==> src/rtl/stopwatch_ctrl_if.sv <==
// stopwatch_ctrl_if: button inputs and control outputs of the stopwatch controller.
// The master side drives the buttons (board/bench). The slave side is the controller.
interface stopwatch_ctrl_if;
  logic       btn_start;
  logic       btn_lap;
  logic       count_tick;
  logic       clear;
  logic       hold;
  logic       running;
  logic [1:0] mode;

  modport master (
    output btn_start, btn_lap,
    input  count_tick, clear, hold, running, mode
  );

  modport slave (
    input  btn_start, btn_lap,
    output count_tick, clear, hold, running, mode
  );
endinterface

==> src/rtl/stopwatch_ctrl.sv <==
// stopwatch_ctrl: debounces start/lap buttons and runs the IDLE/RUNNING/PAUSED/LAP
// mode FSM. It drives the gated count tick, the counter clear pulse and the display hold.
// Optional lap function: define STOPWATCH_LAP_EN. Without it, LAP is unreachable and hold stays 0.

// Per-button synchronizer, debouncer and rising-edge press pulse.
module stopwatch_debounce #(
  parameter int DEBOUNCE_CYCLES = 1_000_000
) (
  input  logic clock_100Mhz,
  input  logic reset,
  input  logic btn,
  output logic press
);
  localparam int CW = (DEBOUNCE_CYCLES > 1) ? $clog2(DEBOUNCE_CYCLES) : 1;
  localparam logic [CW-1:0] CNT_LAST = CW'(DEBOUNCE_CYCLES - 1);

  logic          sync1, sync2, level, level_q;
  logic [CW-1:0] cnt;

  // Two-flop synchronizer for the asynchronous raw button.
  always_ff @(posedge clock_100Mhz or negedge reset) begin
    if (!reset) begin
      sync1 <= 1'b0;
      sync2 <= 1'b0;
    end else begin
      sync1 <= btn;
      sync2 <= sync1;
    end
  end

  // Take a new level only after it has differed for DEBOUNCE_CYCLES consecutive cycles.
  always_ff @(posedge clock_100Mhz or negedge reset) begin
    if (!reset) begin
      cnt   <= '0;
      level <= 1'b0;
    end else if (sync2 == level) begin
      cnt <= '0;
    end else if (cnt == CNT_LAST) begin
      level <= sync2;
      cnt   <= '0;
    end else begin
      cnt <= cnt + 1'b1;
    end
  end

  // Register a one-cycle pulse on a 0->1 change of the debounced level.
  always_ff @(posedge clock_100Mhz or negedge reset) begin
    if (!reset) begin
      level_q <= 1'b0;
      press   <= 1'b0;
    end else begin
      level_q <= level;
      press   <= level & ~level_q;
    end
  end
endmodule

module stopwatch_ctrl #(
  parameter int CLK_HZ          = 100_000_000,
  parameter int TICK_HZ         = 1,
  parameter int DEBOUNCE_CYCLES = 1_000_000
) (
  input  logic             clock_100Mhz,
  input  logic             reset,
  stopwatch_ctrl_if.slave  sw
);
  localparam int NUM_BTN = 2;
  localparam int DIV     = CLK_HZ / TICK_HZ;
  localparam int PW      = $clog2(DIV);
  localparam logic [PW-1:0] PRE_LAST = PW'(DIV - 1);

  typedef enum logic [1:0] {
    IDLE    = 2'b00,
    RUNNING = 2'b01,
    PAUSED  = 2'b10,
    LAP     = 2'b11
  } state_t;

  logic [NUM_BTN-1:0] btn_raw, press;
  state_t             state, state_nxt;
  logic [PW-1:0]      pre, pre_nxt;
  logic               tick_nxt, clear_nxt, run_cur, run_nxt;
  logic               tick_q, clear_q, running_q;

  // Bit 0 is start, bit 1 is lap.
  assign btn_raw = {sw.btn_lap, sw.btn_start};

  stopwatch_debounce #(.DEBOUNCE_CYCLES(DEBOUNCE_CYCLES)) u_db [NUM_BTN-1:0] (
    .clock_100Mhz (clock_100Mhz),
    .reset        (reset),
    .btn          (btn_raw),
    .press        (press)
  );

  // Mode transitions. A start press wins over a lap press in the same cycle.
  always_comb begin
    state_nxt = state;
    clear_nxt = 1'b0;
    unique case (state)
      IDLE:    if (press[0]) state_nxt = RUNNING;
      RUNNING: begin
        if (press[0]) state_nxt = PAUSED;
`ifdef STOPWATCH_LAP_EN
        else if (press[1]) state_nxt = LAP;
`endif
      end
      PAUSED:  begin
        if (press[0]) state_nxt = RUNNING;
        else if (press[1]) begin
          state_nxt = IDLE;
          clear_nxt = 1'b1;
        end
      end
      LAP:     begin
        if (press[0]) state_nxt = PAUSED;
        else if (press[1]) state_nxt = RUNNING;
      end
    endcase
  end

  assign run_cur = (state == RUNNING) || (state == LAP);
  assign run_nxt = (state_nxt == RUNNING) || (state_nxt == LAP);

  // Prescaler advances only while staying in a counting state, so the edge into
  // PAUSED never ticks and a partial period survives a pause.
  always_comb begin
    pre_nxt  = pre;
    tick_nxt = 1'b0;
    if (state_nxt == IDLE) begin
      pre_nxt = '0;
    end else if (run_cur && run_nxt) begin
      if (pre == PRE_LAST) begin
        pre_nxt  = '0;
        tick_nxt = 1'b1;
      end else begin
        pre_nxt = pre + 1'b1;
      end
    end
  end

  // State, prescaler and registered outputs.
  always_ff @(posedge clock_100Mhz or negedge reset) begin
    if (!reset) begin
      state     <= IDLE;
      pre       <= '0;
      tick_q    <= 1'b0;
      clear_q   <= 1'b0;
      running_q <= 1'b0;
    end else begin
      state     <= state_nxt;
      pre       <= pre_nxt;
      tick_q    <= tick_nxt;
      clear_q   <= clear_nxt;
      running_q <= run_nxt;
    end
  end

`ifdef STOPWATCH_LAP_EN
  logic hold_q;

  // Hold the display while in LAP.
  always_ff @(posedge clock_100Mhz or negedge reset) begin
    if (!reset) hold_q <= 1'b0;
    else        hold_q <= (state_nxt == LAP);
  end

  assign sw.hold = hold_q;
`else
  assign sw.hold = 1'b0;
`endif

  assign sw.mode       = state;
  assign sw.count_tick = tick_q;
  assign sw.clear      = clear_q;
  assign sw.running    = running_q;
endmodule
==> src/flat_wrapper.sv <==
// flat-port wrapper written by rule: the top's interface ports become plain ports
module stopwatch_ctrl_flat 
#(
  parameter int CLK_HZ          = 100_000_000,
  parameter int TICK_HZ         = 1,
  parameter int DEBOUNCE_CYCLES = 1_000_000
)
  (clock_100Mhz, reset, sw_btn_start, sw_btn_lap, sw_count_tick, sw_clear, sw_hold, sw_running, sw_mode);
  stopwatch_ctrl_if sw_i ();
  input  logic clock_100Mhz;
  input  logic reset;
  input wire logic [$bits(sw_i.btn_start)-1:0] sw_btn_start;
  input wire logic [$bits(sw_i.btn_lap)-1:0] sw_btn_lap;
  output wire logic [$bits(sw_i.count_tick)-1:0] sw_count_tick;
  output wire logic [$bits(sw_i.clear)-1:0] sw_clear;
  output wire logic [$bits(sw_i.hold)-1:0] sw_hold;
  output wire logic [$bits(sw_i.running)-1:0] sw_running;
  output wire logic [$bits(sw_i.mode)-1:0] sw_mode;
  assign sw_i.btn_start = sw_btn_start;
  assign sw_i.btn_lap = sw_btn_lap;
  assign sw_count_tick = sw_i.count_tick;
  assign sw_clear = sw_i.clear;
  assign sw_hold = sw_i.hold;
  assign sw_running = sw_i.running;
  assign sw_mode = sw_i.mode;
  stopwatch_ctrl #(.CLK_HZ(CLK_HZ), .TICK_HZ(TICK_HZ), .DEBOUNCE_CYCLES(DEBOUNCE_CYCLES)) u_core (.clock_100Mhz(clock_100Mhz), .reset(reset), .sw(sw_i));
endmodule
==> config.mk <==
export PLATFORM = sky130hd
export DESIGN_NAME = stopwatch_ctrl_flat
export DESIGN_NICKNAME = d
export VERILOG_FILES = /design/src/rtl/stopwatch_ctrl_if.sv /design/src/rtl/stopwatch_ctrl.sv /design/src/flat_wrapper.sv
export SDC_FILE = /design/constraint.sdc
export NUM_CORES = 1
export LEC_CHECK = 0
export CAP_MARGIN = 20
export CORE_ASPECT_RATIO = 1.75
export CORE_UTILIZATION = 40
export CTS_CLUSTER_SIZE = 20
export DETAILED_ROUTE_END_ITERATION = 8
export PLACE_DENSITY = 0.55
export SLEW_MARGIN = 20
export SYNTH_ARGS = -nofsm -noshare
export SYNTH_HDL_FRONTEND = slang
export SYNTH_SLANG_ARGS = --single-unit
==> constraint.sdc <==
create_clock -name clock_100Mhz -period 3 [get_ports clock_100Mhz]
set_clock_uncertainty 0.15 [all_clocks]
set_input_delay 0.45 -clock clock_100Mhz [delete_from_list [all_inputs] [get_ports clock_100Mhz]]
set_output_delay 0.45 -clock clock_100Mhz [all_outputs]
set_load 0.02 [all_outputs]
==> summary.txt, run 1 <==
Clock tree
  – Clk root buf: clkbuf_16
  – TritonCTS Buffers: 9
  – CTS tree: yes
  – Clk Latency, worst-skew pair: ~0.34 ns
  – Clk buf depth: 2
  – Setup Fix Bufs, Post-CTS: 0
  – Post-cts resize count: 0
  – CTS Hold Bufs: 0
  – CTS H-tree depth: 3
  – Clk sinks: about 80
  – Reg clk slew, reported paths: around 0.06 ns

Power and ir drop
  – NetSw: approximately 0.51 mW
  – LEAKAGE: 1.87 nW
  – Max VDD drop: about 0.37 mV
  – Logic pwr share: 0.021
  – Power share of the clock group: 0.511
  – Switching portion of total power: 0.213
  – Overall power: ~2.4 mW
  – Flop pwr share: 0.468
  – Power density over the cells: about 540 nW/um2
  – Internal: between 1.5 and 2 mW

Timing
  – Final setup vio count: 0
  – Slew at the pin closest to its max-slew limit: about 0.77 ns
  – Sum Neg Setup Slack: 0 ns
  – Post-route minimum period: 2.50 ns
  – Pins Over Slew Limit: 0
  – Final hold viol count: 1
  – FMAX: 401 MHz
  – Slew margin rel.: 0.484
  – Unrepaired setup endpoints after global routing: no
  – Crit share post-route: 0.832
  – Hold_ws: -0.00323 ns

Worst setup path
  – Critical Path Start Type: register
  – CP cell instances: ha_1, nand4_1, or2_2, nor3_1, nand2b_1, nor2_1
  – CP max-delay cell: nand2b_1
  – Critical Path End Type: register
  – CP Max Fanout: 20
  – Crit Path Category: register to register
  – Required time worst endpoint: 3.04 ns
  – WP data arrival: ~2.5 ns
  – Max stage delay on crit path: between 0.6 and 0.7 ns

Synth
  – Syn Std Cell Area: a little under 4000 um2
  – Yosys warnings: 0
  – Synth Register Bits: between 80 and 90
  – Asr flop ratio synth: 1.00
  – Sequential area share after synthesis: 0.517
  – Main synth FF type: dfrtp_1
  – Synthesized Nets: between 300 and 400
  – Synth Instances: about 390
  – Number of flops mapped to enable cells by yosys: 0
  – Netlist cell types: 40
  – Avg Cell Area, Syn: about 10 um2

Die
  – # rows: 47
  – Die W: ~77 um
  – Initial Util: 0.414
  – Die area: ~10000 um2
  – Io pins: 10
  – Die Y: roughly 130 um
  – Core footprint: 9470 um2

Global routing
  – All-Layer GR Usage: 0.176
  – Grt met3 use: 0.0228
  – First-pass GRT wire length: about 14 mm
  – Vias in the first global route: approximately 2800
  – Initial antenna violation count: 0
  – Global route total overflow: 0
  – M1 GR Usage: 0.191
  – Top Usage Layer GRT: met2
  – Largest net degree at the start of global routing: 82
  – Met2 usage: 0.316

Outcome
  – Failing checks: hold timing
  – Run status: finished with violations

Detailed routing
  – Initial DRC Count: 136
  – Vias per cell: approximately 5.3
  – Final ANT Viol Nets: 0
  – Wire per inst: between 15 and 20 um
  – Pre-Repair DR Iteration Count: 4
  – Vias post-DR: ~2800
  – Routed WL: 7.96 mm
  – Number of remaining DRC errors: 0

Final layout
  – Fin area: approximately 4400 um2
  – Layout Nets: between 400 and 500
  – Share of layout cells above drive strength 1: 0.0743
  – Number of antenna diodes: 0
  – Final Util: 0.466
  – Area delta synth->final: 12.6%

Run
  – Max-Cap Viols: 0

Placed design
  – Final HPWL from detailed placement: 5.39 mm
  – Area after DPL: about 4100 um2
  – GPL Wtd Cong: about 0.79
  – I/O Buffers: 8

Min path
  – Hold Crit Class: primary input to asynchronous set/reset pin
critical path, delay by kind of cell (launching register included):
family        cells  cell delay (ns)
fa+ha+maj         1             0.24
flops             1             0.40
simple gates      5             1.56
power by group through the flow:
stage	registers, mW	logic (mW)	clock network (mW)
2_1_floorplan	1.13	0.0228	0
3_3_place_gp	1.13	0.0497	0
3_5_place_dp	1.13	0.0510	0
4_1_cts	1.11	0.0520	1.24
5_1_grt	1.11	0.0593	1.29
6_report	1.11	0.0494	1.21
Yosys cell counts, types with 3 or more instances:
| cell | number | area, um2 |
|---|---|---|
| buf_2 | 6 | 30.0 |
| dfrtp_1 | 81 | 2030 |
| xor2_1 | 33 | 289 |
| nor2b_1 | 3 | 18.8 |
| and2_1 | 5 | 31.3 |
| clkbuf_1 | 3 | 11.3 |
| nor3_1 | 8 | 40.0 |
| or2_2 | 3 | 18.8 |
| o21ai_0 | 9 | 45.0 |
| nor4_1 | 4 | 25.0 |
| a41oi_1 | 3 | 26.3 |
| nand2_1 | 33 | 124 |
| buf_4 | 3 | 22.5 |
| a21oi_1 | 4 | 20.0 |
| a31oi_1 | 11 | 68.8 |
| nand3_1 | 25 | 125 |
| mux2i_1 | 4 | 40.0 |
| ha_1 | 3 | 37.5 |
| nand4_1 | 13 | 81.3 |
| xnor2_1 | 17 | 149 |
| and3_1 | 15 | 93.8 |
| inv_1 | 5 | 18.8 |
| and4_1 | 10 | 87.6 |
| mux2_2 | 3 | 33.8 |
| nor2_1 | 65 | 244 |
| nor4bb_1 | 3 | 30.0 |
cells in the final DEF, fill, tap and decap left out, drive strengths merged, types with 9 or more instances in the layout:
cell type  synthesis  routed
and3              15      15
nor2              65      65
xor2              33      33
clkbuf             3      10
a31oi             11      11
nand3             25      25
dfrtp             81      81
nand4             13      13
nor3               9       9
o21ai              9       9
and4              10      10
xnor2             17      17
nand2             33      33
flip-flops by register name, summed over array words and instances (netlist names):
signal,cells
u_core.u_db.cnt,40
u_core.pre,27
u_core.sw.mode,2
u_core.u_db.level,2
u_core.u_db.level_q,2
u_core.u_db.press,2
u_core.u_db.sync1,2
u_core.u_db.sync2,2
u_core.sw.clear,1
u_core.sw.count_tick,1
area by class of cell:
type / instances / area [um2]
fillers: 889 / 5050
flip-flops and latches: 81 / 2030
multi-input cells: 293 / 1800
clock buffers: 10 / 239
well taps: 122 / 153
clock inverters: 6 / 90.1
repair buffers: 9 / 88.8
inverters: 5 / 18.8
per-stage QoR:
stage | hold WS, ns | cells | worst slack (ns)
6_report | -0.00323 | 526 | 0.504
5_1_grt | 0.0630 | 526 | 0.289
4_1_cts | 0.184 | 526 | 0.448
3_5_place_dp | 0.194 | 510 | 0.498
3_3_place_gp | 0.184 | 510 | 0.512
2_1_floorplan | 0.00441 | 392 | 1.02
cells by family after synthesis:
kind of cell,after synthesis,share of synthesized area
AND/OR/NAND/NOR,197,0.258
flip-flops,81,0.517
XOR/XNOR,50,0.112
AO/OA/AOI/OAI,35,0.0597
buffers and inverters,18,0.0239
multiplexers,7,0.0188
adder cells (fa/ha/maj),3,0.00958
other,1,0.000957
layer usage:
layer	wire length [um]	vias to the layer above
li1	-	1375
met1	3190	1368
met2	4340	52
met3	212	16
met4	218	0
met5	0	-
path summary, 6_finish.rpt:
check,start,endpoint,slack (ns),cells after the start
hold / removal,reset,u_core.pre[23],-0.003,1
min in group clock_100Mhz,u_core.u_db[0].sync1,u_core.u_db[0].sync2,0.21,0
max in group asynchronous,reset,u_core.u_db[0].cnt[13],2.19,1
setup / recovery,u_core.u_db[0].cnt[0],u_core.u_db[0].cnt[2],0.50,6
setup reg to reg,u_core.u_db[0].cnt[0],u_core.u_db[0].cnt[2],0.50,6
hold reg to reg,u_core.u_db[0].sync1,u_core.u_db[0].sync2,0.21,0
(Power assumes the default switching activity.)
==> run 2: changes to the inputs <==
- PLACE_DENSITY: 0.55 -> 0.57
- clock period: 3 -> 2.2 ns (I/O delays scaled with it)
==> summary.txt, run 2 (synthesis results as in run 1) <==
Detailed routing
  – Routed WL: 7.83 mm (-1.6%)
  – Initial DRC Count: 114 (-16%)
  – Wire per inst: 14.3 um (-5.2%)
  – Final ANT Viol Nets: 0 (unchanged)
  – Vias per cell: 5.27 (-1.5%)
  – Vias post-DR: 2875 (+2.3%)
  – Number of remaining DRC errors: 0 (unchanged)
  – Pre-Repair DR Iteration Count: 4 (unchanged)

Final layout
  – Number of antenna diodes: 0 (unchanged)
  – Layout Nets: 427 (+5.2%)
  – Share of layout cells above drive strength 1: 0.123 (+0.0484)
  – Largest register by flop count: u_core.u_db.cnt
  – Most common cell after layout, fill and taps aside: dfrtp_1
  – Area delta synth->final: 18.3%
  – Non-filler cells, final: 546 (+3.8%)
  – Commonest cells after routing, fill and taps aside: 81 x dfrtp_1, 65 x nor2_1, 33 x xor2_1, 33 x nand2_1, 25 x nand3_1
  – Regs by FF count: u_core.u_db.cnt x40, u_core.pre x27
  – Max reg flops: 40 (unchanged)
  – Final Util: 0.490 (+0.0235)

Power and ir drop
  – Max VDD drop: 0.417 mV (+14%)
  – LEAKAGE: 1.99 nW (+6.8%)
  – Power density over the cells: 688 nW/um2 (+28%)
  – Overall power: 3.19 mW (+34%)

Clock tree
  – Clk sinks: 81 (unchanged)
  – CTS H-tree depth: 3 (unchanged)
  – TritonCTS Buffers: 9 (unchanged)
  – Setup Fix Bufs, Post-CTS: 0 (unchanged)
  – Reg clk slew, reported paths: 0.06 ns (about the same)
  – Clk Latency, worst-skew pair: 0.33 ns (about the same)
  – Clk root buf: clkbuf_16
  – CTS tree: yes
  – Clk buf depth: 2 (unchanged)

Global routing
  – First-pass GRT wire length: 13.4 mm (-3.0%)
  – Largest net degree at the start of global routing: 70 (-15%)
  – Global route total overflow: 0 (unchanged)
  – Vias in the first global route: 2902 (+1.9%)
  – Initial antenna violation count: 0 (unchanged)
  – All-Layer GR Usage: 0.166 (-0.00997)

Placed design
  – Final HPWL from detailed placement: 5.50 mm (+2.0%)
  – I/O Buffers: 8 (unchanged)
  – Dpl cells: 530 (+3.9%)
  – GPL Wtd Cong: 0.845 (+7.4%)

Die
  – Core footprint: 9470 um2 (unchanged)
  – Initial Util: 0.414 (unchanged)
  – Die Y: 133 um (unchanged)
  – Die W: 76.8 um (unchanged)
  – Io pins: 10 (unchanged)
  – Die area: 10200 um2 (unchanged)
  – # rows: 47 (unchanged)

Run
  – Max-Cap Viols: 0 (unchanged)

Timing
  – FMAX: 484 MHz (+21%)
  – Final hold viol count: 0 (-1)
  – Slew at the pin closest to its max-slew limit: 0.495 ns (-0.279 ns)
  – Sum Neg Setup Slack: 0 ns (unchanged)
  – Unrepaired setup endpoints after global routing: no
  – Slew margin rel.: 0.667 (+0.183)
  – Crit share post-route: 0.939 (+0.107)
  – Post-route minimum period: 2.07 ns (-0.429 ns)
  – Pins Over Slew Limit: 0 (unchanged)
  – Final setup vio count: 0 (unchanged)

Worst setup path
  – Required time worst endpoint: 2.26 ns (-0.78 ns)
  – Crit Path Category: register to register
  – WP data arrival: 2.12 ns (-0.42 ns)
  – R2R Setup Slk: 0.13 ns (-0.37 ns)
  – Critical Path Start Type: register
  – CP Max Fanout: 17 (-15%)
  – Critical Path End Type: register

Outcome
  – Run status: complete, no violations

Min path
  – Hold Crit Class: register to register
## run 2: changes by cell type in the layout (fill, tap and decap cells not counted), sizes merged
cell         before  now
clkinvlp          1    2
clkinv            2    1
buf               2   22
dlygate4sd3       0    1
inv               6    5
## run 2: metrics by stage
step           setup slack, ns  area, um2  hold WS [ns]
2_1_floorplan            0.223       3920        -0.116
3_3_place_gp           -0.0573       4270        0.0361
3_5_place_dp            -0.141       4270        0.0388
4_1_cts                 0.0406       4610         0.200
5_1_grt                 0.0230       4640         0.211
6_report                 0.134       4640         0.199
## run 2: report_power, final
part	internal (mW)	switching [mW]
Combinational	0.0235	0.0513
Clock	1.02	0.585
Sequential	1.50	0.0122
## run 2: timing repair
action                                 4_1_cts  5_1_grt
hold buffers                                 1        0
pin swaps                                    0        1
resized for setup                            3        3
endpoints found under the hold margin       12        0
setup endpoints to repair                   10        5
## run 2: worst paths after layout
kind                                 startpoint  cells after the start               endpoint
min in group asynchronous                 reset                      2  u_core.u_db[1].cnt[0]
min                        u_core.u_db[1].sync1                      0   u_core.u_db[1].sync2
min reg2reg                u_core.u_db[1].sync1                      0   u_core.u_db[1].sync2
max in group asynchronous                 reset                      3          u_core.pre[8]
max                              u_core.pre[12]                      5         u_core.pre[22]
max reg2reg                      u_core.pre[12]                      5         u_core.pre[22]
## run 2: final cells by class
cell class,count,area (um2)
clock buffers,10,239
clock inverters,5,80.1
fillers,890,4830
inverters,5,18.8
multi-input cells,293,1840
flip-flops and latches,81,2030
well taps,122,153
repair buffers,30,283
## run 2: worst max-delay path: stages, from the launching register on
cell and delay [ns]:
dfrtp_1 0.45, nor4_4 0.34, nand4_1 0.22, o31a_4 0.48
a41oi_1 0.23, a31oi_1 0.07
## run 2: per-layer routing
metal / part of all wire / track usage / wire [um]
met1: 0.42 / 0.185 / 3300
met3: 0.020 / 0.0372 / 155
met4: 0.024 / 0.0823 / 187
met5: 0 / 0 / 0
met2: 0.53 / 0.293 / 4190
==> run 3: changes to the inputs <==
- CORE_ASPECT_RATIO: 1.75 -> not set
==> summary.txt, run 3 (synthesis results as in run 1) <==
Outcome
  – Run status: complete, no violations

Detailed routing
  – Final ANT Viol Nets: 0 (unchanged)
  – Number of remaining DRC errors: 0 (unchanged)
  – Vias per cell: 5.19 (-1.3%)
  – Pre-Repair DR Iteration Count: 4 (unchanged)
  – Routed WL: 7.78 mm (-0.65%)
  – Vias post-DR: 2857 (-0.63%)
  – Initial DRC Count: 115 (+0.88%)
  – Wire per inst: 14.1 um (-1.4%)

Die
  – Io pins: 10 (unchanged)
  – Die W: 101 um (+31%)
  – # rows: 35 (-26%)
  – Die Y: 101 um (-24%)
  – Initial Util: 0.418 (+0.00426)
  – Die area: 10200 um2 (-0.15%)
  – Core footprint: 9370 um2 (-1.0%)

Worst setup path
  – CP max-delay cell: clkdlybuf4s50_1
  – Crit path max-delay family: buffers and inverters
  – Max stage delay on crit path: 0.60 ns (+0.12 ns)
  – Required time worst endpoint: 1.72 ns (-0.54 ns)
  – Critical Path End Type: output port
  – CP Max Fanout: 7 (-10)
  – R2R Setup Slk: 0.15 ns (+0.02 ns)
  – Worst path bufs/invs: 2 (+2)
  – WP data arrival: 1.65 ns (-0.47 ns)
  – Critical Path Start Type: register
  – Crit Path Category: register to output port
  – CP cell instances: buf_4, clkdlybuf4s50_1

Global routing
  – Initial antenna violation count: 0 (unchanged)
  – All-Layer GR Usage: 0.169 (+0.00246)
  – Global route total overflow: 0 (unchanged)
  – Largest net degree at the start of global routing: 41 (-41%)
  – Vias in the first global route: 2680 (-7.6%)
  – First-pass GRT wire length: 13.1 mm (-2.1%)

Power and ir drop
  – Power share of the clock group: 0.412 (-0.090)
  – Switching portion of total power: 0.230 (+0.0269)
  – Logic pwr share: 0.029 (+0.006)
  – Internal: 2.08 mW (-18%)
  – Power density over the cells: 604 nW/um2 (-12%)
  – LEAKAGE: 1.92 nW (-3.9%)
  – NetSw: 0.622 mW (-4.2%)
  – Flop pwr share: 0.559 (+0.084)
  – Max VDD drop: 0.270 mV (-35%)

Final layout
  – Fin area: 4470 um2 (-3.5%)
  – Number of antenna diodes: 0 (unchanged)
  – Non-filler cells, final: 550 (+0.73%)
  – Share of layout cells above drive strength 1: 0.114 (-0.00863)
  – Largest register by flop count: u_core.u_db.cnt
  – Filler instances: 922 (+3.6%)
  – Commonest cells after routing, fill and taps aside: 81 x dfrtp_1, 65 x nor2_1, 33 x xor2_1, 33 x nand2_1, 25 x nand3_1
  – Max reg flops: 40 (unchanged)
  – Most common cell after layout, fill and taps aside: dfrtp_1
  – Area delta synth->final: 14.1%
  – Regs by FF count: u_core.u_db.cnt x40, u_core.pre x27
  – Layout Nets: 423 (-0.94%)

Timing
  – Pins Over Slew Limit: 0 (unchanged)
  – Post-route minimum period: 2.13 ns (+0.0661 ns)
  – Hold_ws: 0.209 ns (+0.0101 ns)
  – Sum Neg Setup Slack: 0 ns (unchanged)
  – Slew margin rel.: 0.615 (-0.0526)
  – Crit share post-route: 0.969 (+0.0301)
  – Final setup vio count: 0 (unchanged)
  – FMAX: 469 MHz (-3.1%)
  – Unrepaired setup endpoints after global routing: no
  – Final hold viol count: 0 (unchanged)
  – Slew at the pin closest to its max-slew limit: 0.573 ns (+0.0779 ns)

Run
  – Max-Cap Viols: 0 (unchanged)

Clock tree
  – Clk Latency, worst-skew pair: 0.36 ns (+0.03 ns)
  – Clk sinks: 81 (unchanged)
  – CTS tree: yes
  – TritonCTS Buffers: 9 (unchanged)
  – Clk buf depth: 2 (unchanged)
  – CTS H-tree depth: 3 (unchanged)
  – Clk root buf: clkbuf_8
  – Reg clk slew, reported paths: 0.09 ns (+0.03 ns)

Placed design
  – Dpl cells: 532 (+0.38%)
  – I/O Buffers: 8 (unchanged)
  – Area after DPL: 4240 um2 (-0.67%)
  – GPL Wtd Cong: 0.812 (-4.0%)
  – Final HPWL from detailed placement: 5.28 mm (-4.1%)

Min path
  – Hold Crit Class: register to register
[run 3: cell types whose count changed in the layout (fill, tap and decap cells not counted), moves of 2 or more]
| cell | delta |
|---|---|
| buf_4 | -4 |
| clkbuf_16 | -9 |
| clkbuf_8 | +9 |
| clkinv_2 | +2 |
| clkinvlp_4 | -2 |
[run 3: layer usage]
metal	wire, um	GRT usage
met5	0	0
met4	126	0.0702
met3	168	0.0354
met2	3610	0.258
met1	3870	0.232
[run 3: power by group through the flow]
stage | clock network, mW | registers, mW | logic (mW)
after floorplan | 0 | 1.54 | 0.0310
after global placement | 0 | 1.54 | 0.0791
after detailed placement | 0 | 1.54 | 0.0800
after CTS | 1.14 | 1.51 | 0.0820
after global routing | 1.19 | 1.51 | 0.0910
final | 1.11 | 1.51 | 0.0780
[run 3: final timing paths]
path	start	to	depth (start not counted)
worst max-delay path	u_core.sw.mode[0]	sw_running	2
worst min-delay path	u_core.u_db[1].sync1	u_core.u_db[1].sync2	0
worst max register to register	u_core.pre[11]	u_core.pre[26]	5
worst min register to register	u_core.u_db[1].sync1	u_core.u_db[1].sync2	0
max in group asynchronous	reset	u_core.pre[15]	3
min in group asynchronous	reset	u_core.u_db[1].cnt[17]	2
[run 3: area by class of cell]
cell class	count	area (um2)	share of cell area
Timing Repair Buffer	26	253	0.0565
Multi-Input combinational cell	293	1820	0.406
Tap cell	129	161	0.0361
Sequential cell	81	2030	0.453
Clock buffer	11	141	0.0316
Clock inverter	5	53.8	0.0120
Inverter	5	18.8	0.00420
[run 3: per-stage QoR]
| step | utilization | power [mW] | worst slack (ns) |
|---|---|---|---|
| after global placement | 0.452 | 1.62 | 0.0987 |
| after CTS | 0.474 | 2.73 | 0.0000866 |
| after detailed placement | 0.452 | 1.62 | 0.0240 |
| after global routing | 0.477 | 2.80 | 0.00481 |
| final | 0.477 | 2.70 | 0.0674 |
| after floorplan | - | 1.57 | 0.223 |
[run 3: worst register-to-register path, cell delays in order (launching register included)]
cell      delay, ns
dfrtp_1        0.47
and4bb_1       0.33
nand4_1        0.20
o31a_4         0.48
a21bo_2        0.22
a31oi_1        0.08
[run 3: timing repair]
item	in CTS	in global routing
gates resized for setup	0	4
setup buffers	0	1
setup endpoints to repair	0	29
hold endpoints to repair	21	0
hold buffers	1	0
